<file path="config.mk">
export PLATFORM = sky130hd
export DESIGN_NAME = ifetch_unit
export DESIGN_NICKNAME = d
export VERILOG_FILES = /design/src/rtl/ifetch_pkg.sv /design/src/rtl/ifetch_pc_next.sv /design/src/rtl/ifetch_unit.sv
export SDC_FILE = /design/constraint.sdc
export NUM_CORES = 1
export LEC_CHECK = 0
export ABC_AREA = 1
export CELL_PAD_IN_SITES_DETAIL_PLACEMENT = 1
export CELL_PAD_IN_SITES_GLOBAL_PLACEMENT = 2
export CORE_ASPECT_RATIO = 1.5
export CORE_MARGIN = 1.5
export CORE_UTILIZATION = 25
export CTS_CLUSTER_SIZE = 8
export DETAILED_ROUTE_END_ITERATION = 7
export MAX_ROUTING_LAYER = met4
export PLACE_DENSITY = 0.83
export REMOVE_ABC_BUFFERS = 1
export SLEW_MARGIN = 0
export SYNTH_ARGS = -nofsm -noshare
export SYNTH_HDL_FRONTEND = slang
export SYNTH_HIERARCHICAL = 1
export SYNTH_SLANG_ARGS = --single-unit
</file>
<file path="constraint.sdc">
create_clock -name clk -period 2.65 [get_ports clk]
set_clock_uncertainty 0.05 [all_clocks]
set_input_delay 0.3975 -clock clk [delete_from_list [all_inputs] [get_ports clk]]
set_output_delay 0.3975 -clock clk [all_outputs]
set_load 0.05 [all_outputs]
</file>
<file path="src/rtl/ifetch_pkg.sv">
// ifetch_pkg: shared types and constants for the instruction fetch stage.
package ifetch_pkg;

    typedef enum logic [1:0] {
        IDLE,
        REQ,
        WAIT,
        FULL
    } state_t;

    typedef enum logic [1:0] {
        SEL_HOLD,
        SEL_INC,
        SEL_REDIR
    } pc_sel_t;

    localparam int          INST_W     = 32;
    localparam logic [31:0] PC_INC     = 32'd4;
    localparam logic [INST_W-1:0] RESET_INST = 32'h0;

    function automatic logic [31:0] align(input logic [31:0] a);
        return a & ~32'h3;
    endfunction

endpackage

</file>
<file path="src/rtl/ifetch_pc_next.sv">
// pc_next: next program counter select (hold, sequential, redirect).
// Sequential increment wraps naturally modulo 2^32.
module pc_next
    import ifetch_pkg::*;
(
    input  logic [31:0] pc,
    input  logic [31:0] target,
    input  pc_sel_t     sel,
    output logic [31:0] pc_nxt
);

    assign pc_nxt = (sel == SEL_REDIR) ? align(target) :
                    (sel == SEL_INC)   ? align(pc) + PC_INC :
                                         pc;

endmodule

</file>
<file path="src/rtl/ifetch_unit.sv">
// ifetch_unit: single-outstanding instruction fetch with redirect and drop of stale responses.
// All decoder-facing outputs are registered; the request channel is decoded from state and pc.
module ifetch_unit
    import ifetch_pkg::*;
#(
    parameter logic [31:0] RESET_PC = 32'h0000_0000
) (
    input  logic              clk,
    input  logic              rst_n,
    output logic              imem_req_valid,
    output logic [31:0]       imem_req_addr,
    input  logic              imem_req_ready,
    input  logic              imem_rsp_valid,
    input  logic [INST_W-1:0] imem_rsp_data,
    output logic [INST_W-1:0] inst,
    output logic [31:0]       inst_pc,
    output logic              inst_valid,
    input  logic              inst_ready,
    input  logic              redirect_valid,
    input  logic [31:0]       redirect_target
);

    state_t      state, state_nxt;
    pc_sel_t     sel;
    logic [31:0] pc, pc_nxt_w;
    logic        drop, drop_nxt, load, clr_valid;

    pc_next u_pc_next (
        .pc     (pc),
        .target (redirect_target),
        .sel    (sel),
        .pc_nxt (pc_nxt_w)
    );

    always_comb begin
        state_nxt = state;
        drop_nxt  = drop;
        sel       = redirect_valid ? SEL_REDIR : SEL_HOLD;
        load      = 1'b0;
        clr_valid = redirect_valid;
        case (state)
            IDLE: state_nxt = REQ;
            REQ: begin
                if (imem_req_ready) begin
                    state_nxt = WAIT;
                    drop_nxt  = redirect_valid;
                end
            end
            WAIT: begin
                if (imem_rsp_valid) begin
                    drop_nxt = 1'b0;
                    if (drop || redirect_valid) begin
                        state_nxt = REQ;
                    end else begin
                        load      = 1'b1;
                        sel       = SEL_INC;
                        state_nxt = FULL;
                    end
                end else if (redirect_valid) begin
                    drop_nxt = 1'b1;
                end
            end
            FULL: begin
                if (redirect_valid || inst_ready) begin
                    clr_valid = 1'b1;
                    state_nxt = REQ;
                end
            end
            default: state_nxt = IDLE;
        endcase
    end

    always_ff @(posedge clk or negedge rst_n) begin
        if (!rst_n) begin
            state      <= IDLE;
            pc         <= RESET_PC;
            drop       <= 1'b0;
            inst       <= RESET_INST;
            inst_pc    <= 32'h0;
            inst_valid <= 1'b0;
        end else begin
            state      <= state_nxt;
            pc         <= pc_nxt_w;
            drop       <= drop_nxt;
            inst_valid <= load | (inst_valid & ~clr_valid);
            if (load) begin
                inst    <= imem_rsp_data;
                inst_pc <= pc;
            end
        end
    end

    assign imem_req_valid = (state == REQ);
    assign imem_req_addr  = pc;

endmodule

</file>
==> impl_summary.log, run 1 <==
INFO  metric status = finished, final reports clean
INFO  metric layout_worst_path_cycle_share = between 80% and 90%
INFO  metric postCtsResizedCells = 0
INFO  metric synth.ff_latch_count = 100
INFO  metric max_vdd_drop = 0.000359 V
INFO  metric crit_path_start_kind = register
INFO  metric grt_first_pass_wirelength = between 20 and 25 mm
INFO  metric antenna_violations_before_repair = 1
INFO  metric clock_power_share = 19.6%
INFO  metric worst-setup-path-type = register to output pin
INFO  metric post_synth.cell_area_avg = 7.94 sq um
INFO  metric routed_wl = ~16 mm
INFO  metric ctsHtreeMaxLevel = 3
INFO  metric seqCellArea = 2500 sq um
INFO  metric route.vias.total = approximately 4400
INFO  metric area_of_the_mapped_netlist = 4830 sq um
INFO  metric min-delay-start = inst_pc[18]
INFO  metric grt_overflow = 0
INFO  metric p_per_area = 1070 nW/um^2
INFO  metric synthesis.yosys.warnings = 6
INFO  metric synthesis.instances = just over 600
INFO  metric finish.utilization = 37.2%
INFO  metric gp_congestion = 0.775
INFO  metric clock_insertion_delay_worst_skew = 350 ps
INFO  metric p_comb_share = a little under 50%
INFO  metric final_antenna_net_count = 0
INFO  metric layout-drive-gt1-share = between 8 and 9%
INFO  metric stdcell_area = slightly above 7000 sq um
INFO  metric floorplan.die_area = a little over 20000 sq um
INFO  metric portBuffers = 165
INFO  metric grt_start_max_net_pins = 66
INFO  metric placement.cell_area = 6760 sq um
INFO  metric seqPwrFrac = 31.1%
INFO  metric cts.reportedPaths.clkPinSlew = 80 ps
INFO  metric route.detailed.drc = 0
INFO  metric reg2reg_from = state[0]
INFO  metric maxSlewViolCount = 0
INFO  metric power.net_switching = roughly 3.5 mW
INFO  metric min-delay-path-class = register to register
INFO  metric maxCapViolations = 0
INFO  metric synth_seq_area_share = 51.8%
INFO  metric cts_tree = done
INFO  metric fin_tns_setup = 0 ps
INFO  metric die-height = 173 microns
INFO  metric timing.critical_path.to_type = output pin
INFO  metric fill_cells = 2344
INFO  metric ctsRootBufferMaster = clkbuf_16
INFO  metric cts_made_buffers = 9
INFO  metric final_cells = 1039
INFO  metric max-clock-path-buffers = 2
INFO  metric critical_path_arrival = around 1900 ps
INFO  metric num_io_pins = 168
INFO  metric mostFrequentLayoutCells = nand2_1, clkdlybuf4s50_1, dfrtp_1
INFO  metric maxClockFrequency = approximately 430 MHz
INFO  metric leakage = 3.37 nW
INFO  metric number_of_placed_instances_with_taps_included = 1021
INFO  metric sw_frac_of_total = 46.2%
INFO  metric area_delta_synth_final = 46.9%
INFO  metric horizontal_die_dimension = about 120 microns
INFO  metric post_drt_wl_per_cell = 15.0 microns
INFO  metric crit_fanout = 4
INFO  metric hpwlAfterDp = between 10 and 15 mm
INFO  metric first_pass_drt_iterations = 4
INFO  metric max-slew-margin-rel = between 40% and 50%
INFO  metric intPower = roughly 4 mW
INFO  metric final-setup-viol-count = 0
INFO  metric final_nets = 852
INFO  metric first_global_vias = 4738
INFO  metric std_cell_rows = 62
INFO  metric cp_data_required_time = 2200 ps
INFO  metric first_iter_violations = 136
INFO  metric postCtsSetupBuffers = 0
INFO  metric setup_repair_after_global_routing_missed_its_margin = false
INFO  metric mostFrequentLayoutCell = nand2_1
INFO  metric vias_per_cell = between 4 and 5
INFO  metric multiInputGateArea = a little over 2000 sq um
INFO  metric design.core.area = 19100 sq um
INFO  metric grtUsageTotal = 16.3%
INFO  metric finalCriticalPeriod = 2300 ps
INFO  metric critical_path.startpoint = state[1]
INFO  metric starting_utilization_of_the_core_area = 25.3%
INFO  metric timing.final.hold_violations = 0
INFO  metric worst_slew_pin_slew = 752 ps
INFO  metric synth.lib_cells_used.distinct = 33
INFO  metric numClockSinks = 100
## through the flow
step	setup slack (ps)	total power [mW]	hold slack [ps]
finish	348	7.61	428
global route	264	8.02	447
CTS	336	7.73	434
detailed placement	203	6.19	299
global placement	255	6.14	297
floorplan	-1730	4.76	51.9
## cell families after synthesis
| kind of cell | synth area share, % |
|---|---|
| AND/OR/NAND/NOR | 36.8 |
| flip-flops | 51.8 |
| buffers and inverters | 6.55 |
| AO/OA/AOI/OAI | 2.67 |
| XOR/XNOR | 0.906 |
| adder cells (fa/ha/maj) | 1.29 |
## worst max-delay path, stage by stage, from the launching register on
cell	delay, ps
dfrtp_1	430
inv_1	100
ha_1	170
clkdlybuf4s50_1	810
## cell usage after synthesis (all sizes together)
cell,count,share of area [%]
a21o,1,0.18
a21oi,1,0.10
a31oi,1,0.13
buf,16,2.8
clkbuf,4,0.31
dfrtp,100,52
ha,5,1.3
inv,43,3.4
nand2,310,24
nand3,50,5.6
nand3b,2,0.31
nand4,7,0.91
nor2,42,5.0
nor3,1,0.10
o211ai,4,0.62
o21ai,11,1.3
o21bai,1,0.16
o311ai,1,0.18
or2,4,0.52
xnor2,4,0.72
xor2,1,0.18
## registers in the layout, summed over array words and instances (netlist names)
signal	cells
inst_pc	32
state	2
inst_valid	1
inst	32
imem_req_addr	32
drop	1
## layer usage
layer / GRT usage (%) / up-vias / share of wire, %
met5: - / - / 0
li1: - / 2212 / -
met2: 29.9 / 81 / 54
met4: 5.12 / 0 / 1.9
met3: 2.06 / 16 / 3.5
met1: 18.0 / 2116 / 40
## power groups by stage
stage / registers (mW) / logic (mW) / clock network (mW)
finish: 2.37 / 3.75 / 1.49
global route: 2.45 / 3.98 / 1.60
CTS: 2.38 / 3.80 / 1.55
detailed placement: 2.40 / 3.79 / 0
global placement: 2.39 / 3.75 / 0
floorplan: 4.08 / 0.671 / 0
## layout make-up
class,instances,share of cell area (%)
repair buffers,177,24.7
clock buffers,9,3.17
inverters,43,2.34
flip-flops and latches,100,35.2
clock inverters,7,1.48
diodes,1,0.0352
multi-input cells,446,28.5
well taps,256,4.51
## path summary, 6_finish.rpt
path / end / slack [ps] / cells past startpoint
setup / recovery: imem_req_valid / 350 / 3
hold / removal: inst_pc[18] / 430 / 2
setup reg to reg: imem_req_addr[31] / 590 / 11
hold reg to reg: inst_pc[18] / 430 / 2
max in group asynchronous: inst[3] / 1420 / 3
min in group asynchronous: inst_pc[13] / 470 / 2
## timing repair
item                                    4_1_cts  5_1_grt
endpoints found under the setup margin        0        0
hold endpoints to repair                     25        0
hold buffers                                  1        0
(Power assumes the default switching activity.)
==> inputs of run 2 (changes only) <==
Settings changed: CORE_MARGIN 1.5 to default.
==> run 2 against run 1 <==
  * Setup slack gained 15 ps
  * Largest power group unchanged
  * Sequential power about the same
  * Critical path depth unchanged
==> impl_summary.log, run 2 (synthesized netlist as in run 1, its figures left out) <==
INFO  metric cp_data_required_time = 2200 ps (about the same)
INFO  metric timing.final.hold_violations = 0 (unchanged)
INFO  metric vias_per_cell = 4.32 (was 4.26)
INFO  metric maxClockFrequency = 437 MHz (was 434 MHz)
INFO  metric final_cells = 1032 (was 1039)
INFO  metric grt_overflow = 0 (unchanged)
INFO  metric final-setup-viol-count = 0 (unchanged)
INFO  metric timing.critical_path.cells = inv_1 > ha_1 > clkdlybuf4s50_1 (unchanged)
INFO  metric fill_cells = 2293 (was 2344)
INFO  metric clock_insertion_delay_worst_skew = 340 ps (was 350 ps)
INFO  metric postCtsResizedCells = 0 (unchanged)
INFO  metric mostFrequentLayoutCells = nand2_1, clkdlybuf4s50_1, dfrtp_1 (unchanged)
INFO  metric num_io_pins = 168 (unchanged)
INFO  metric route.vias.total = 4456 (was 4425)
INFO  metric path_delay_family = buffers and inverters (unchanged)
INFO  metric die-height = 172 microns (was 173 microns)
INFO  metric first_iter_violations = 182 (was 136)
INFO  metric maxSlewViolCount = 0 (unchanged)
INFO  metric grt_first_pass_wirelength = 24.2 mm (was 24.8 mm)
INFO  metric grt_start_max_net_pins = 66 (unchanged)
INFO  metric n_antenna_cell = 0 (was 1)
INFO  metric finalCriticalPeriod = 2290 ps (was 2300 ps)
INFO  metric horizontal_die_dimension = 116 microns (was 117 microns)
INFO  metric antenna_violations_before_repair = 0 (was 1)
INFO  metric maxCapViolations = 0 (unchanged)
INFO  metric worst_slew_pin_slew = 757 ps (was 752 ps)
INFO  metric max-clock-path-buffers = 2 (unchanged)
INFO  metric first_pass_drt_iterations = 4 (unchanged)
INFO  metric critPathBufInv = 2 (unchanged)
INFO  metric starting_utilization_of_the_core_area = 25.7% (was 25.3%)
INFO  metric timing.critical_path.to_type = output pin (unchanged)
INFO  metric critical_path_arrival = 1840 ps (was 1850 ps)
INFO  metric max-slew-margin-rel = 49.5% (was 49.8%)
INFO  metric worst_slack = 363 ps (was 348 ps)
INFO  metric floorplan.die_area = 19900 sq um (was 20200 sq um)
INFO  metric p_per_area = 1070 nW/um^2 (about the same)
INFO  metric critical_path.max_stage_delay = 810 ps (about the same)
INFO  metric leakage = 3.35 nW (was 3.37 nW)
INFO  metric portBuffers = 165 (unchanged)
INFO  metric route.detailed.drc = 0 (unchanged)
INFO  metric design.core.area = 18800 sq um (was 19100 sq um)
INFO  metric routed_wl = 15.2 mm (was 15.6 mm)
INFO  metric reg2reg_setup_slack = 640 ps (was 590 ps)
INFO  metric crit_path_start_kind = register (unchanged)
INFO  metric number_of_placed_instances_with_taps_included = 1015 (was 1021)
INFO  metric fin_tns_setup = 0 ps (unchanged)
INFO  metric placement.cell_area = 6740 sq um (was 6760 sq um)
INFO  metric cts.reportedPaths.clkPinSlew = 70 ps (was 80 ps)
INFO  metric status = finished, final reports clean (unchanged)
INFO  metric ctsHtreeMaxLevel = 3 (unchanged)
INFO  metric report.power.total = 7.53 mW (was 7.61 mW)
INFO  metric postCtsSetupBuffers = 0 (unchanged)
INFO  metric cts_made_buffers = 9 (unchanged)
INFO  metric finalHoldWorstSlack = 426 ps (was 428 ps)
INFO  metric first_global_vias = 4637 (was 4738)
INFO  metric grtUsageTotal = 16.2% (was 16.3%)
INFO  metric min-delay-path-class = register to register (unchanged)
INFO  metric ctsRootBufferMaster = clkbuf_16 (unchanged)
INFO  metric crit_fanout = 4 (unchanged)
INFO  metric timing.critical_path.slowest_stage_cell = clkdlybuf4s50_1 (unchanged)
INFO  metric setup_repair_after_global_routing_missed_its_margin = false (unchanged)
INFO  metric worst-setup-path-type = register to output pin (unchanged)
INFO  metric std_cell_rows = 61 (was 62)
INFO  metric cts_tree = done (unchanged)
INFO  metric max_vdd_drop = 0.000361 V (was 0.000359 V)
INFO  metric gp_congestion = 0.750 (was 0.775)
INFO  metric post_drt_wl_per_cell = 14.7 microns (was 15.0 microns)
INFO  metric hpwlAfterDp = 11.1 mm (was 11.5 mm)
INFO  metric stdcell_area = 7070 sq um (was 7100 sq um)
INFO  metric layout_worst_path_cycle_share = 86.3% (was 86.9%)
INFO  metric area_delta_synth_final = 46.1% (was 46.9%)
INFO  metric mostFrequentLayoutCell = nand2_1 (unchanged)
INFO  metric final_nets = 850 (was 852)
INFO  metric numClockSinks = 100 (unchanged)
INFO  metric holdBufCountCts = 1 (unchanged)
INFO  metric layout-drive-gt1-share = 7.69% (was 8.06%)
INFO  metric final_antenna_net_count = 0 (unchanged)
INFO  metric pre_cts_ws = 289 ps (was 203 ps)
INFO  metric finish.utilization = 37.6% (was 37.2%)
[run 2: cell count changes in the layout (fill, tap and decap cells not counted)]
| cell | before | now |
|---|---|---|
| diode_2 | 1 | 0 |
| clkinv_4 | 0 | 1 |
| buf_4 | 11 | 9 |
| clkbuf_1 | 0 | 1 |
| inv_6 | 4 | 2 |
| clkinvlp_4 | 1 | 0 |
| clkinv_2 | 0 | 2 |
| inv_8 | 1 | 0 |
[run 2: final cells by class]
class | instances | area, sq um | share of cell area (%)
clock buffers | 10 | 229 | 3.24
clock inverters | 6 | 87.6 | 1.24
inverters | 43 | 166 | 2.36
multi-input cells | 446 | 2030 | 28.7
flip-flops and latches | 100 | 2500 | 35.4
well taps | 252 | 315 | 4.46
repair buffers | 175 | 1740 | 24.6
[run 2: path summary, 6_finish.rpt]
| kind | from | depth (start not counted) | end |
|---|---|---|---|
| setup / recovery | state[1] | 3 | imem_req_valid |
| hold / removal | inst[17] | 2 | inst[17] |
| setup reg to reg | state[0] | 10 | imem_req_addr[14] |
| hold reg to reg | inst[17] | 2 | inst[17] |
| max in group asynchronous | rst_n | 3 | inst_pc[24] |
| min in group asynchronous | rst_n | 2 | inst[30] |
[run 2: report_power, final]
part	total, mW	switching, mW	internal (mW)
Sequential	2.38	0.347	2.03
Combinational	3.73	2.51	1.22
Clock	1.42	0.592	0.831
[run 2: tightest hold or removal path: stages, from the launching register on]
cell	delay, ps
dfrtp_1	340
nand2_1	50
nand2_1	50
[run 2: metal layers]
metal	track usage [%]	vias to the layer above	routed length (microns)
li1	-	2214	-
met1	18.7	2146	6480
met2	29.4	89	8020
met3	1.79	7	516
met4	4.40	0	172
met5	-	-	0
==> inputs of run 3 (changes only) <==
Settings changed: SKIP_LAST_GASP from default to 1.
==> results of run 3 <==
Final layout, timing and power as in run 2 (identical DEF).
